$ cat src/rtl/soc_matrix_sysid_ext.sv
// soc_matrix_sysid_ext: system ID, timestamp, caps, freezable uptime counter with coherent snapshot, scratch regs
module soc_matrix_sysid_ext #(
  parameter logic [31:0] ID_VALUE      = 32'hA5A5_0001,
  parameter logic [31:0] TIMESTAMP     = 32'd0,
  parameter int          CNT_W         = 64,
  parameter int          NUM_SCRATCH   = 2,
  parameter logic [31:0] SCRATCH_RESET = 32'h0000_0000
) (
  input  logic        clock,
  input  logic        reset,
  input  logic [3:0]  address,
  input  logic        read,
  input  logic        write,
  input  logic [31:0] writedata,
  input  logic [3:0]  byteenable,
  output logic [31:0] readdata,
  output logic        readdatavalid
);
  localparam int SN = NUM_SCRATCH > 0 ? NUM_SCRATCH : 1;
  logic [CNT_W-1:0] cnt, cnt_wr;
  logic [31:0]      shadow_hi, mask, rd_val;
  logic [63:0]      cnt_ext;
  logic             freeze, wr_lo, wr_hi, wr_ctrl, clr;
  logic [31:0]      scratch [SN];
  assign mask    = {{8{byteenable[3]}}, {8{byteenable[2]}}, {8{byteenable[1]}}, {8{byteenable[0]}}};
  assign cnt_ext = 64'(cnt);
  assign wr_lo   = write && address == 4'd3;
  assign wr_hi   = write && address == 4'd4;
  assign wr_ctrl = write && address == 4'd5 && byteenable[0];
  assign clr     = wr_ctrl && writedata[0];
  assign cnt_wr  = wr_lo ? CNT_W'({cnt_ext[63:32], (cnt_ext[31:0] & ~mask) | (writedata & mask)})
                         : CNT_W'({(cnt_ext[63:32] & ~mask) | (writedata & mask), cnt_ext[31:0]});
  always_comb begin
    rd_val = '0;
    case (address)
      4'd0:    rd_val = ID_VALUE;
      4'd1:    rd_val = TIMESTAMP;
      4'd2:    rd_val = {16'h0, 4'h0, 4'(NUM_SCRATCH), 8'(CNT_W)};
      4'd3:    rd_val = cnt_ext[31:0];
      4'd4:    rd_val = shadow_hi;
      4'd5:    rd_val = {30'b0, freeze, 1'b0};
      default: for (int i = 0; i < NUM_SCRATCH; i++) if (address == 4'(6 + i)) rd_val = scratch[i];
    endcase
  end
  always_ff @(posedge clock) begin
    if (reset) begin
      readdata      <= '0;
      readdatavalid <= 1'b0;
      cnt           <= '0;
      shadow_hi     <= '0;
      freeze        <= 1'b0;
      for (int i = 0; i < SN; i++) scratch[i] <= SCRATCH_RESET;
    end else begin
      readdatavalid <= read;
      if (read) readdata <= rd_val;
      // LO read snapshots the upper half so a following HI read is coherent
      if (read && address == 4'd3) shadow_hi <= cnt_ext[63:32];
      if (clr) begin
        cnt       <= '0;
        shadow_hi <= '0;
      end else if (wr_lo || wr_hi) cnt <= cnt_wr;
      else if (!freeze) cnt <= cnt + CNT_W'(1);
      if (wr_ctrl) freeze <= writedata[1];
      for (int i = 0; i < NUM_SCRATCH; i++)
        if (write && address == 4'(6 + i)) scratch[i] <= (scratch[i] & ~mask) | (writedata & mask);
    end
  end
endmodule
$ cat config.mk
export PLATFORM = sky130hd
export DESIGN_NAME = soc_matrix_sysid_ext
export DESIGN_NICKNAME = d
export VERILOG_FILES = /design/src/rtl/soc_matrix_sysid_ext.sv
export SDC_FILE = /design/constraint.sdc
export NUM_CORES = 1
export LEC_CHECK = 0
export CAP_MARGIN = 20
export CORE_AREA = 2 2 135 137
export DETAILED_ROUTE_END_ITERATION = 8
export DIE_AREA = 0 0 137 139
export PLACE_DENSITY = 0.84
export SETUP_SLACK_MARGIN = 0.05
export SYNTH_ARGS = -nofsm -noshare
export SYNTH_HDL_FRONTEND = slang
export SYNTH_SLANG_ARGS = --single-unit
$ cat constraint.sdc
create_clock -name clock -period 3.5 [get_ports clock]
set_input_delay 0.7 -clock clock [delete_from_list [all_inputs] [get_ports clock]]
set_output_delay 0.7 -clock clock [all_outputs]
set_load 0.01 [all_outputs]
**Word level (Yosys, flattened, before mapping)**

Memories as Yosys holds them, arrays and structs flattened.
Index checks and enable logic that the tools add are counted.

- RAM bits: 64
- Bits in read-only memories: 0
- Input port bits: 44
- Output and inout port bits: 33
- Latch bits: 0
- Flip-flop bits (word level): 130
- Memories kept: 1
- Logic and storage cells: 59

- $add $sub $neg: 1
- Multiplexer cells: 16
- Equality and inequality tests: 10
- Shift operators: 0
- Reductions and logical operators: 13
- Divide/modulo/power cells: 0
- Magnitude comparators: 0
- Multipliers: 0
- Bitwise gates (word level): 12

Memory list:

| memory | depth | width | read ports | clocked after Yosys merged registers in | write ports | line | RTL |
|---|---|---|---|---|---|---|---|
| scratch | 2 | 32 | 2 | 0 | 2 | 24 | `logic [31:0] scratch [SN];` |

Operators by type and width:

| kind | count |
|---|---|
| two-way mux 64 bit | 3 |
| one-hot mux 32 bit (6 select lines) | 1 |
| bitwise AND 32 bit | 5 |
| two-way mux 32 bit | 4 |
| OR 32 bit | 4 |
| adder 64 x 1 -> 64 bit (second input constant) | 1 |
| inverter 32 bit | 1 |
| equality test 4 x 3 -> 1 bit (second input constant) | 4 |
| equality test 4 x 2 -> 1 bit (second input constant) | 2 |
| logical AND 1 bit | 8 |
| two-way mux 1 bit | 8 |
| equality test 4 x 1 -> 1 bit (second input constant) | 1 |
| logical NOT 4 bit | 1 |
| inequality test 2 bit (second input constant) | 2 |
| AND reduction 2 bit | 2 |
| inequality test 2 x 1 -> 1 bit (second input constant) | 1 |
| OR 1 bit | 2 |
| OR reduction 2 bit | 1 |
| logical OR 1 bit | 1 |

**Depth between registers and ports, before layout**

- Depth after elaboration: 6
- Mapped depth: 10
- Gate-level depth less buffers: 7

**Least setup slack after synthesis**

Ideal clock, no wire load.

- Kind: input to register
- Start point: in address[0]
- End point: mem scratch[0][0] (enable)
- Path slack: 657 ps
- Data arrival time: 2,455 ps
- Stages: 6
- Setup time: 388 ps
- Data required time: 3,112 ps
- Path buffers: 2
- Cell sequence: clkbuf_1 > inv_1 > nand2_1 > nor2_1 > clkbuf_1 > a21o_1

RTL lines:

| item | line | RTL |
|---|---|---|
| start, declared | 11 | `input logic [3:0] address,` |
| end, declared | 24 |  |

**Worst setup path after layout**

- Start point: in address[1]
- End point: reg cnt[34]

- Longest elaborated chain between the ends: 5
- Elaborated cells between the ends (all ways): 14
- Classes of those cells: eq/ne: 5; mux: 1; reduce/logical: 8

Ends and longest elaborated chain:

| item | line | RTL |
|---|---|---|
| equality test 4 x 2 -> 1 bit (tied with other cells) | 27 | `assign wr_lo = write && address == 4'd3;` |
| logical AND 1 bit (on tied branches) | 27, 28, 29 |  |
| logical OR 1 bit / logical AND 1 bit (equally long branches) | 61, 29 |  |
| inequality test 2 bit (no line) (tied with other cells) | n/a |  |
| AND reduction 2 bit (no line) / OR reduction 2 bit (equally long branches) | n/a |  |
| end signal, assigned | 61 | `end else if (wr_lo \|\| wr_hi) cnt <= cnt_wr;` |
| end signal, assigned | 62 | `else if (!freeze) cnt <= cnt + CNT_W'(1);` |
| end, declared | 20 | `logic [CNT_W-1:0] cnt, cnt_wr;` |

Several ways; a longest one is shown, not always the timed one.
A chain may end at the register's enable or synchronous reset.

==> metrics.md <==
| Metric | Value |
|---|---|
| PortBufs | 76 |
| Measured slew at the worst slew-check pin | 0.7786 ns |
| HP Class | flip-flop to flip-flop |
| Worst Skew | 0.01016 ns |
| Layout Nets | 1332 |
| CTS Root Buffer Type | clkbuf_16 |
| DRC | 0 |
| CTS tree | built |
| Top-area cell type share of the netlist area | 0.2536 |
| TritonRoute pass-1 iters | 8 |
| F_max | 0.3552 GHz |
| Reg-to-reg startpoint | cnt[24] |
| Synth Area in Simple Gates | 0.2408 |
| 1st-iter DRT viols | 1625 |
| Largest family of logic cells by synthesized area | compound AO/OA/AOI/OAI gates |
| Design area | 11990 um^2 |
| Post-synthesis mux area share | 0.01292 |
| Number of distinct library cells after synthesis | 68 |
| First-pass GRT wire length | 53050 um |
| Design Power | 5030 uW |
| Synthesized area | 10260 um^2 |
| Core box area | 17660 um^2 |
| Required time worst endpoint | 3.81 ns |
| Fraction of registers with async set/reset | 0 |
| Initial antenna violation count | 1 |
| Setup bufs post-CTS | 0 |
| CTS buffer count | 17 |
| Worst setup endpoint | cnt[34] |
| Syn avg cell area | 8.257 um^2 |
| Vias in the first global route | 9464 |
| Register-to-Register Path Depth | 6 |
| RSZ-0062 raised after global routing | no |
| VDD IR-drop max | 0.0003620 V |
| Run status | complete, no violations |
| Deepest clock path buffer count | 2 |
| Top FF cell, synth | dfxtp_1 |
| Crit path DAT | 3.12 ns |
| Largest net degree at the start of global routing | 62 |
| Die Span Y | 139 um |
| Adder-cell share of the synthesized area | 0.001219 |
| Die W | 137 um |
| GRT overflow | 0 |
| Crit share post-route | 0.8044 |
| CTS Hold Bufs | 0 |
| CTS resizes | 0 |
| Post-Syn Instances | 1243 |
| Hold Vio Cnt, Final | 0 |
| Reg clk slew, reported paths | 0.07 ns |
| CP Launch Type | primary input |
| Count leader, synth | nand2_1 |
| DP Wirelength | 24730 um |
| Synth top area cells | dfxtp_1, edfxtp_1, a21oi_1 |
| Core Util, Final | 0.6793 |
| CP startpoint | address[1] |
| Setup TNS | 0 ns |
| Vias after detailed routing | 10466 |
| XOR/XNOR Fraction of Synth Area | 0.004267 |
| Setup CP Type | primary input to flip-flop |
| GPL Wtd Cong | 1.024 |
| YS warnings | 0 |
| Diodes inserted | 0 |
| CP endpoint kind | flip-flop |
| Worst-skew pair later-pin latency | 0.44 ns |
| Largest area contributor in the netlist | dfxtp_1 |
| Initial Util | 0.5813 |
| I/O pin cnt | 77 |
| Fill cells | 1476 |
| Crit path max fanout | 24 |
| Pleak | 0.003826 uW |
| Fraction of layout cells with a size suffix above 1 | 0.07385 |
| Pwr per Cell Area | 419.4 nW/um^2 |
| Routed wire length | 34520 um |
| Synth Area in Compound Gates | 0.2554 |
| EDFF count, synth | 64 |
| Die ar. | 19040 um^2 |
| Setup violators final | 0 |
| Via-per-instance ratio | 6.845 |
| Most common library cells after synthesis | nand2_1, a21oi_1, dfxtp_1 |
| Flop2flop setup slack | 0.74 ns |
| #FFs+latches synth | 194 |
| Seq/Total Area, Yosys | 0.4408 |
| DRT antenna net count | 0 |
| Area after DPL | 11360 um^2 |
| Hold Startpoint | shadow_hi[16] |
| Rows | 49 |
| Crit path time final | 2.815 ns |
| Slew Viols, Final | 0 |
| CTS Sinks | 194 |
| Syn Nets | 1288 |
| CTS H-tree depth | 4 |
| # Max-Cap Violations | 0 |
| RR Endpoint | cnt[61] |
| WL/cell | 22.58 um |
| Area growth, synth to finish | 16.86% |
| Total track usage | 0.3607 |
| Slew margin rel. | 0.4790 |
## worst min-delay path by stage
stage                     to  slack, ns  cells past startpoint
2_1_floorplan   shadow_hi[0]       0.43                      2
6_report       shadow_hi[16]       0.46                      2
5_1_grt        shadow_hi[19]       0.48                      2
3_3_place_gp   shadow_hi[16]       0.44                      2
4_1_cts        shadow_hi[16]       0.46                      2
3_5_place_dp   shadow_hi[16]       0.45                      2
## layout by cell type, fill, tap and decap left out, types with 6 or more instances in the layout
master and n:
a22oi_1 47, or4_1 6, edfxtp_1 64, buf_4 47, a21oi_1 154, nand2b_1 53, a211oi_1 10, nor2b_1 23
dfxtp_1 130, o21ai_0 54, o22ai_1 24, o21a_1 7, clkdlybuf4s50_1 75, or3_1 7, nand2_1 175, clkbuf_16 17
nor4_1 10, a31oi_1 25, and3_1 10, and2_1 12, a21o_1 6, nor2_1 88, mux2i_1 11, nor3_1 23
a32oi_1 24, a311oi_1 21, nand3_1 34, inv_1 20, nand4_1 30
## per-stage QoR
step	setup WS [ns]	hold WS, ns	std cells
floorplan	0.6572	0.4318	1243
global placement	0.4072	0.4401	1497
detailed placement	0.3585	0.4498	1497
CTS	0.7668	0.4592	1529
global route	0.6079	0.4754	1529
finish	0.6846	0.4578	1529
## cells by family after synthesis
group / Yosys count
buffers and inverters: 121
adder cells (fa/ha/maj): 1
XOR/XNOR: 5
AND/OR/NAND/NOR: 496
multiplexers: 13
flip-flops: 194
AO/OA/AOI/OAI: 413
## worst max-delay path: stages
cell	delay, ns
clkdlybuf4s50_1	0.48
buf_4	0.24
and4b_1	0.19
o21ai_0	0.20
buf_4	0.18
and2_1	0.43
o21ai_0	0.31
a22oi_1	0.27
o22ai_1	0.11
## metal layers
layer | GRT usage | part of all wire | vias to the layer above
met5 | 0 | 0.00023 | -
met4 | 0.09604 | 0.017 | 2
met3 | 0.1016 | 0.14 | 74
met2 | 0.5237 | 0.44 | 730
met1 | 0.5276 | 0.40 | 4963
li1 | - | - | 4697
## power by group
part           internal, uW  switching [uW]
registers              2380            49.8
logic                   182             292
clock network          1240             879
total                  3810            1220
## registers in the layout (all words and copies together), names as in the netlist
| register | cells |
|---|---|
| cnt | 64 |
| readdata | 32 |
| scratch | 64 |
| shadow_hi | 32 |
| readdatavalid | 1 |
| freeze | 1 |
## layout make-up
| cell class | instances | area (um^2) | share of cell area |
|---|---|---|---|
| clock buffers | 21 | 460.4 | 0.03839 |
| clock inverters | 11 | 176.4 | 0.01471 |
| inverters | 20 | 75.07 | 0.006259 |
| multi-input cells | 928 | 5303 | 0.4421 |
| flip-flops and latches | 194 | 4524 | 0.3772 |
| well taps | 229 | 286.5 | 0.02389 |
| repair buffers | 126 | 1169 | 0.09743 |
No activity file was read; power rests on OpenSTA's default activity.
